### src/rtl/pipe_hazard_ctrl.sv
// Pipeline hazard controller: load-use stalls, data-memory wait states and
// taken-redirect flushes for a classic 5-stage pipeline, with event counters.
module pipe_hazard_ctrl #(
  parameter int unsigned REDIRECT_BUBBLES = 1
) (
  input  logic        clk,
  input  logic        rst_n,
  input  logic [4:0]  IfId_Rs1,
  input  logic [4:0]  IfId_Rs2,
  input  logic        IfId_UsesRs2,
  input  logic        IdEx_MemRead,
  input  logic [4:0]  IdEx_Rd,
  input  logic        Ex_BranchTaken,
  input  logic        Mem_Req,
  input  logic        Mem_Ready,
  output logic        PcWrite,
  output logic        IfIdWrite,
  output logic        IfIdFlush,
  output logic        IdExWrite,
  output logic        IdExFlush,
  output logic        ExMemWrite,
  output logic        MemWbBubble,
  output logic [1:0]  State,
  output logic [31:0] Stall_Count,
  output logic [31:0] Flush_Count
);

  typedef enum logic [1:0] {
    ST_RUN      = 2'd0,
    ST_MEM_WAIT = 2'd1,
    ST_REDIRECT = 2'd2
  } state_e;

  localparam logic [1:0] BUBBLES = 2'(REDIRECT_BUBBLES);

  state_e      state_q, state_d;
  logic [1:0]  redir_cnt_q, redir_cnt_d;
  logic [31:0] stall_count_q, stall_count_d;
  logic [31:0] flush_count_q, flush_count_d;

  logic mem_stall;
  logic load_use;
  logic redirect_taken;

  assign mem_stall = Mem_Req & ~Mem_Ready;
  assign load_use  = IdEx_MemRead & (IdEx_Rd != 5'd0) &
                     ((IdEx_Rd == IfId_Rs1) | (IfId_UsesRs2 & (IdEx_Rd == IfId_Rs2)));

  always_comb begin
    state_d        = state_q;
    redir_cnt_d    = redir_cnt_q;
    redirect_taken = 1'b0;
    PcWrite        = 1'b1;
    IfIdWrite      = 1'b1;
    IdExWrite      = 1'b1;
    ExMemWrite     = 1'b1;
    IfIdFlush      = 1'b0;
    IdExFlush      = 1'b0;
    MemWbBubble    = 1'b0;

    if (mem_stall) begin
      PcWrite     = 1'b0;
      IfIdWrite   = 1'b0;
      IdExWrite   = 1'b0;
      ExMemWrite  = 1'b0;
      MemWbBubble = 1'b1;
      if (state_q == ST_RUN) begin
        state_d = ST_MEM_WAIT;
      end
    end else begin
      unique case (state_q)
        // A completed memory wait resolves exactly like a RUN cycle.
        ST_RUN, ST_MEM_WAIT: begin
          if (Ex_BranchTaken) begin
            IfIdFlush      = 1'b1;
            IdExFlush      = 1'b1;
            redirect_taken = 1'b1;
            redir_cnt_d    = BUBBLES;
            state_d        = (BUBBLES == 2'd0) ? ST_RUN : ST_REDIRECT;
          end else if (load_use) begin
            PcWrite   = 1'b0;
            IfIdWrite = 1'b0;
            IdExFlush = 1'b1;
            state_d   = ST_RUN;
          end else begin
            state_d = ST_RUN;
          end
        end
        ST_REDIRECT: begin
          IfIdFlush   = 1'b1;
          redir_cnt_d = redir_cnt_q - 2'd1;
          state_d     = (redir_cnt_q <= 2'd1) ? ST_RUN : ST_REDIRECT;
        end
        default: begin
          state_d     = ST_RUN;
          redir_cnt_d = 2'd0;
        end
      endcase
    end

    // Reset forces every pipeline register into its safe bubble/hold mode.
    if (!rst_n) begin
      PcWrite     = 1'b0;
      IfIdWrite   = 1'b0;
      IdExWrite   = 1'b0;
      ExMemWrite  = 1'b0;
      IfIdFlush   = 1'b1;
      IdExFlush   = 1'b1;
      MemWbBubble = 1'b1;
    end

    stall_count_d = stall_count_q;
    if (!PcWrite && (stall_count_q != 32'hFFFF_FFFF)) begin
      stall_count_d = stall_count_q + 32'd1;
    end
    flush_count_d = flush_count_q;
    if (redirect_taken && (flush_count_q != 32'hFFFF_FFFF)) begin
      flush_count_d = flush_count_q + 32'd1;
    end
  end

  always_ff @(posedge clk or negedge rst_n) begin
    if (!rst_n) begin
      state_q       <= ST_RUN;
      redir_cnt_q   <= 2'd0;
      stall_count_q <= 32'd0;
      flush_count_q <= 32'd0;
    end else begin
      state_q       <= state_d;
      redir_cnt_q   <= redir_cnt_d;
      stall_count_q <= stall_count_d;
      flush_count_q <= flush_count_d;
    end
  end

  assign State       = state_q;
  assign Stall_Count = stall_count_q;
  assign Flush_Count = flush_count_q;

endmodule
### config.mk
export PLATFORM = sky130hd
export DESIGN_NAME = pipe_hazard_ctrl
export DESIGN_NICKNAME = d
export VERILOG_FILES = /design/src/rtl/pipe_hazard_ctrl.sv
export SDC_FILE = /design/constraint.sdc
export NUM_CORES = 1
export LEC_CHECK = 0
export CORE_ASPECT_RATIO = 2
export CORE_MARGIN = 2
export CORE_UTILIZATION = 30
export DETAILED_ROUTE_END_ITERATION = 6
export DONT_BUFFER_PORTS = 1
export GPL_TIMING_DRIVEN = 0
export PLACE_DENSITY = 0.54
export SYNTH_ARGS = -nofsm -noshare
export SYNTH_HDL_FRONTEND = slang
export SYNTH_SLANG_ARGS = --single-unit
### constraint.sdc
create_clock -name clk -period 2.8 [get_ports clk]
set_input_delay 0.84 -clock clk [delete_from_list [all_inputs] [get_ports clk]]
set_output_delay 0.84 -clock clk [all_outputs]
set_load 0.05 [all_outputs]
==> impl_metrics.csv <==
group,metric,value,unit
timing,worst_pin_slew,0.647,ns
drt,drt_iter0_drc,99,
clock_network,insertion_delay,0.33,ns
floorplan,initial_core_util,30.4,%
worst_setup_path,cp_num_buf_inv,2,
synth,ys_async_sr_fraction,100,%
grt,grt_pass1_vias,2751,
power_and_ir_drop,p_seq_share,53.0,%
worst_setup_path,regToRegEndpoint,"Stall_Count[1]",
drt,dr.pass1.iters,4,
synth,yosysWarnings,0,
worst_setup_path,worstPathMaxFanout,6,
floorplan,dieWidth,80.8,um
layout,drive_above_1_share,15.2,%
timing,slew_viol_final,0,
clock_network,clkTransAtPathRegs,0.05,ns
place,routabilityCongestion,0.775,
synth,ys_seq_elements,68,
worst_setup_path,worstPathArrival,2.35,ns
worst_setup_path,end_kind,"output pin",
clock_network,clock_sinks,68,
synth,synth_edf_count,0,
drt,drt-vias-per-instance,5.19,
place,io_buffers,0,
clock_network,cts_setup_buffers,0,
layout,utilization,35.3,%
clock_network,tritoncts,"yes",
synth,netlist_instances,346,
layout,nNetsFinal,382,
worst_setup_path,start_kind,"primary input",
floorplan,ios,95,
power_and_ir_drop,ir_drop,0.459,mV
power_and_ir_drop,clkPwrFrac,35.1,%
worst_setup_path,rr_startpoint,"Stall_Count[3]",
power_and_ir_drop,p_leak,1.74,nW
worst_setup_path,crit_required,1.96,ns
power_and_ir_drop,p_per_area,751,mW/mm^2
clock_network,cts_buffer_depth,2,
synth,synth_area,0.00354,mm^2
worst_setup_path,r2r_cells,7,
grt,gr-total-overflow,0,
timing,timing_hold_violations_final,0,
synth,ys_seq_area_share,48.1,%
drt,wire_per_inst,17.7,um
grt,antenna_found_initial,0,
run_status,status,"complete, but fails checks",
worst_setup_path,max_stage_delay,0.39,ns
synth,syn-num-nets,371,
power_and_ir_drop,power_switching,1.17,mW
drt,drc,0,
worst_setup_path,critical_path_class,"primary input to output pin",
synth,synthFlopType,"dfrtp_1",
floorplan,row_count,56,
floorplan,core,0.0116,mm^2
timing,period_minus_slack,3.19,ns
power_and_ir_drop,switching_share,37.9,%
layout,diodes,0,
clock_network,hold_buffers,0,
power_and_ir_drop,p_comb_share,11.8,%
run_status,violations,"setup timing",
flow_run,cap_violations,0,
clock_network,htreeDepth,3,
clock_network,cts_buffers,9,
timing,slew_headroom,57.0,%
timing,finalWorstSetupSlack,-0.394,ns
timing,clock_skew,0.00568,ns
clock_network,cts_root_buf,"clkbuf_16",
worst_hold_path,hp-class,"primary input to asynchronous set/reset pin",
grt,grt_usage,14.7,%
grt,grt_max_degree,72,
timing,period_share,114,%
floorplan,die_area,0.0127,mm^2
worst_setup_path,crit_family,"compound AO/OA/AOI/OAI gates",
worst_setup_path,cp_slowest_cell,"o41ai_4",
timing,fmax,313,MHz
synth,syn_area_per_cell,10.2,um^2
timing,hold_slack,0.204,ns
drt,ant_nets,0,
timing,final.setup.tns,-0.959,ns
grt,grt_pass1_wl,14.2,mm
power_and_ir_drop,internal_power,1.91,mW
timing,rsz0062_at_grt,"true",
worst_setup_path,path_cells,"xor2_1, nor4_2, a32oi_2, o41ai_4, bufinv_8, buf_8",
drt,vias,2633,
floorplan,fp.dieH,158,um
layout,design_area,0.00410,mm^2
worst_setup_path,ff2ff_setup_slack,0.20,ns
synth,ys_types,36,
place,dp_hpwl,6.62,mm
layout,area_delta_synth_final,15.9,%
drt,drt-total-wl,8.97,mm
place,post_dp_cell_area,0.00374,mm^2
timing,setup_violations,3,
-- through the flow --
step | setup slack, ns | total power, mW | instances
final | -0.394 | 3.08 | 507
after global routing | -0.452 | 3.22 | 507
after CTS | -0.451 | 3.10 | 507
after detailed placement | -0.438 | 2.00 | 491
after global placement | -0.423 | 1.99 | 491
after floorplan | -0.202 | 1.87 | 346
-- per-layer routing --
metal | vias up | global-route usage, % | routed length, um
met5 | - | 0 | 0
met4 | 0 | 5.97 | 172
met3 | 12 | 4.82 | 498
met2 | 74 | 28.3 | 5260
met1 | 1308 | 13.7 | 3040
li1 | 1239 | - | -
-- state kept, by name, summed over array words and instances, names as in the netlist --
register / count
Flush_Count: 32
Stall_Count: 32
redir_cnt_q: 2
State: 2
-- layout make-up --
cell class,count,area [um^2]
buffer,12,85.1
clock buffer,11,253
clock inverter,5,36.3
fill,1202,7530
inverter,5,32.5
multi-input combinational,261,1790
sequential,68,1720
tap,145,181
-- kinds of logic (layout without fill, tap and decap cells) --
| family | after synthesis | after routing | synth area share [%] |
|---|---|---|---|
| simple gates | 172 | 172 | 27.3 |
| xor+xnor | 70 | 70 | 17.3 |
| flops | 68 | 68 | 48.1 |
| buf+inv | 17 | 33 | 2.72 |
| compound gates | 13 | 13 | 2.55 |
| fa+ha+maj | 3 | 3 | 1.06 |
| mux | 3 | 3 | 0.955 |
-- power by group through the flow --
stage	logic [mW]	clock network, mW	registers, mW
5_1_grt	0.410	1.16	1.66
4_1_cts	0.358	1.11	1.63
2_1_floorplan	0.295	0	1.58
6_report	0.364	1.08	1.63
3_5_place_dp	0.354	0	1.65
3_3_place_gp	0.343	0	1.64
-- worst max path at each step --
stage,slack (ns),cells past startpoint,start,end
2_1_floorplan,-0.20,6,IdEx_Rd[4],PcWrite
3_3_place_gp,-0.42,6,IdEx_Rd[4],PcWrite
3_5_place_dp,-0.44,6,IdEx_Rd[4],PcWrite
4_1_cts,-0.45,6,IdEx_Rd[4],PcWrite
5_1_grt,-0.45,6,IdEx_Rd[1],PcWrite
6_report,-0.39,6,IdEx_Rd[1],PcWrite
-- placed cells by master, fill, tap and decap left out, types with 5 or more instances in the layout --
cell type,netlist,layout
nand3_1,29,29
xor2_1,25,25
clkbuf_16,0,9
nand2_1,28,28
nand4_1,23,23
buf_2,5,5
and4_1,9,9
dfrtp_2,0,13
nor3_1,12,12
and3_1,25,25
dfrtp_1,68,55
nor2_1,21,21
xnor2_1,45,45
-- Yosys cell counts, drive strengths merged (3+ instances only) --
cell type	instances	area [um^2]
xnor2	45	394
dfrtp	68	1700
ha	3	37.5
nor2b	3	18.8
nor2	21	78.8
xor2	25	219
mux2	3	33.8
buf	10	70.1
nand4	23	144
nand3	29	145
a21oi	4	20.0
and2	5	31.3
nor4	4	31.3
nor3	16	106
nand2	28	105
and4	9	78.8
and3	25	156
o21ai	4	20.0
inv	5	18.8
-- what timing repair did --
| item | in CTS | in global routing |
|---|---|---|
| setup endpoints to repair | 3 | 21 |
| hold endpoints to repair | 0 | 0 |
| pin swaps | 0 | 5 |
| resized for setup | 0 | 23 |
(Power assumes the default switching activity.)
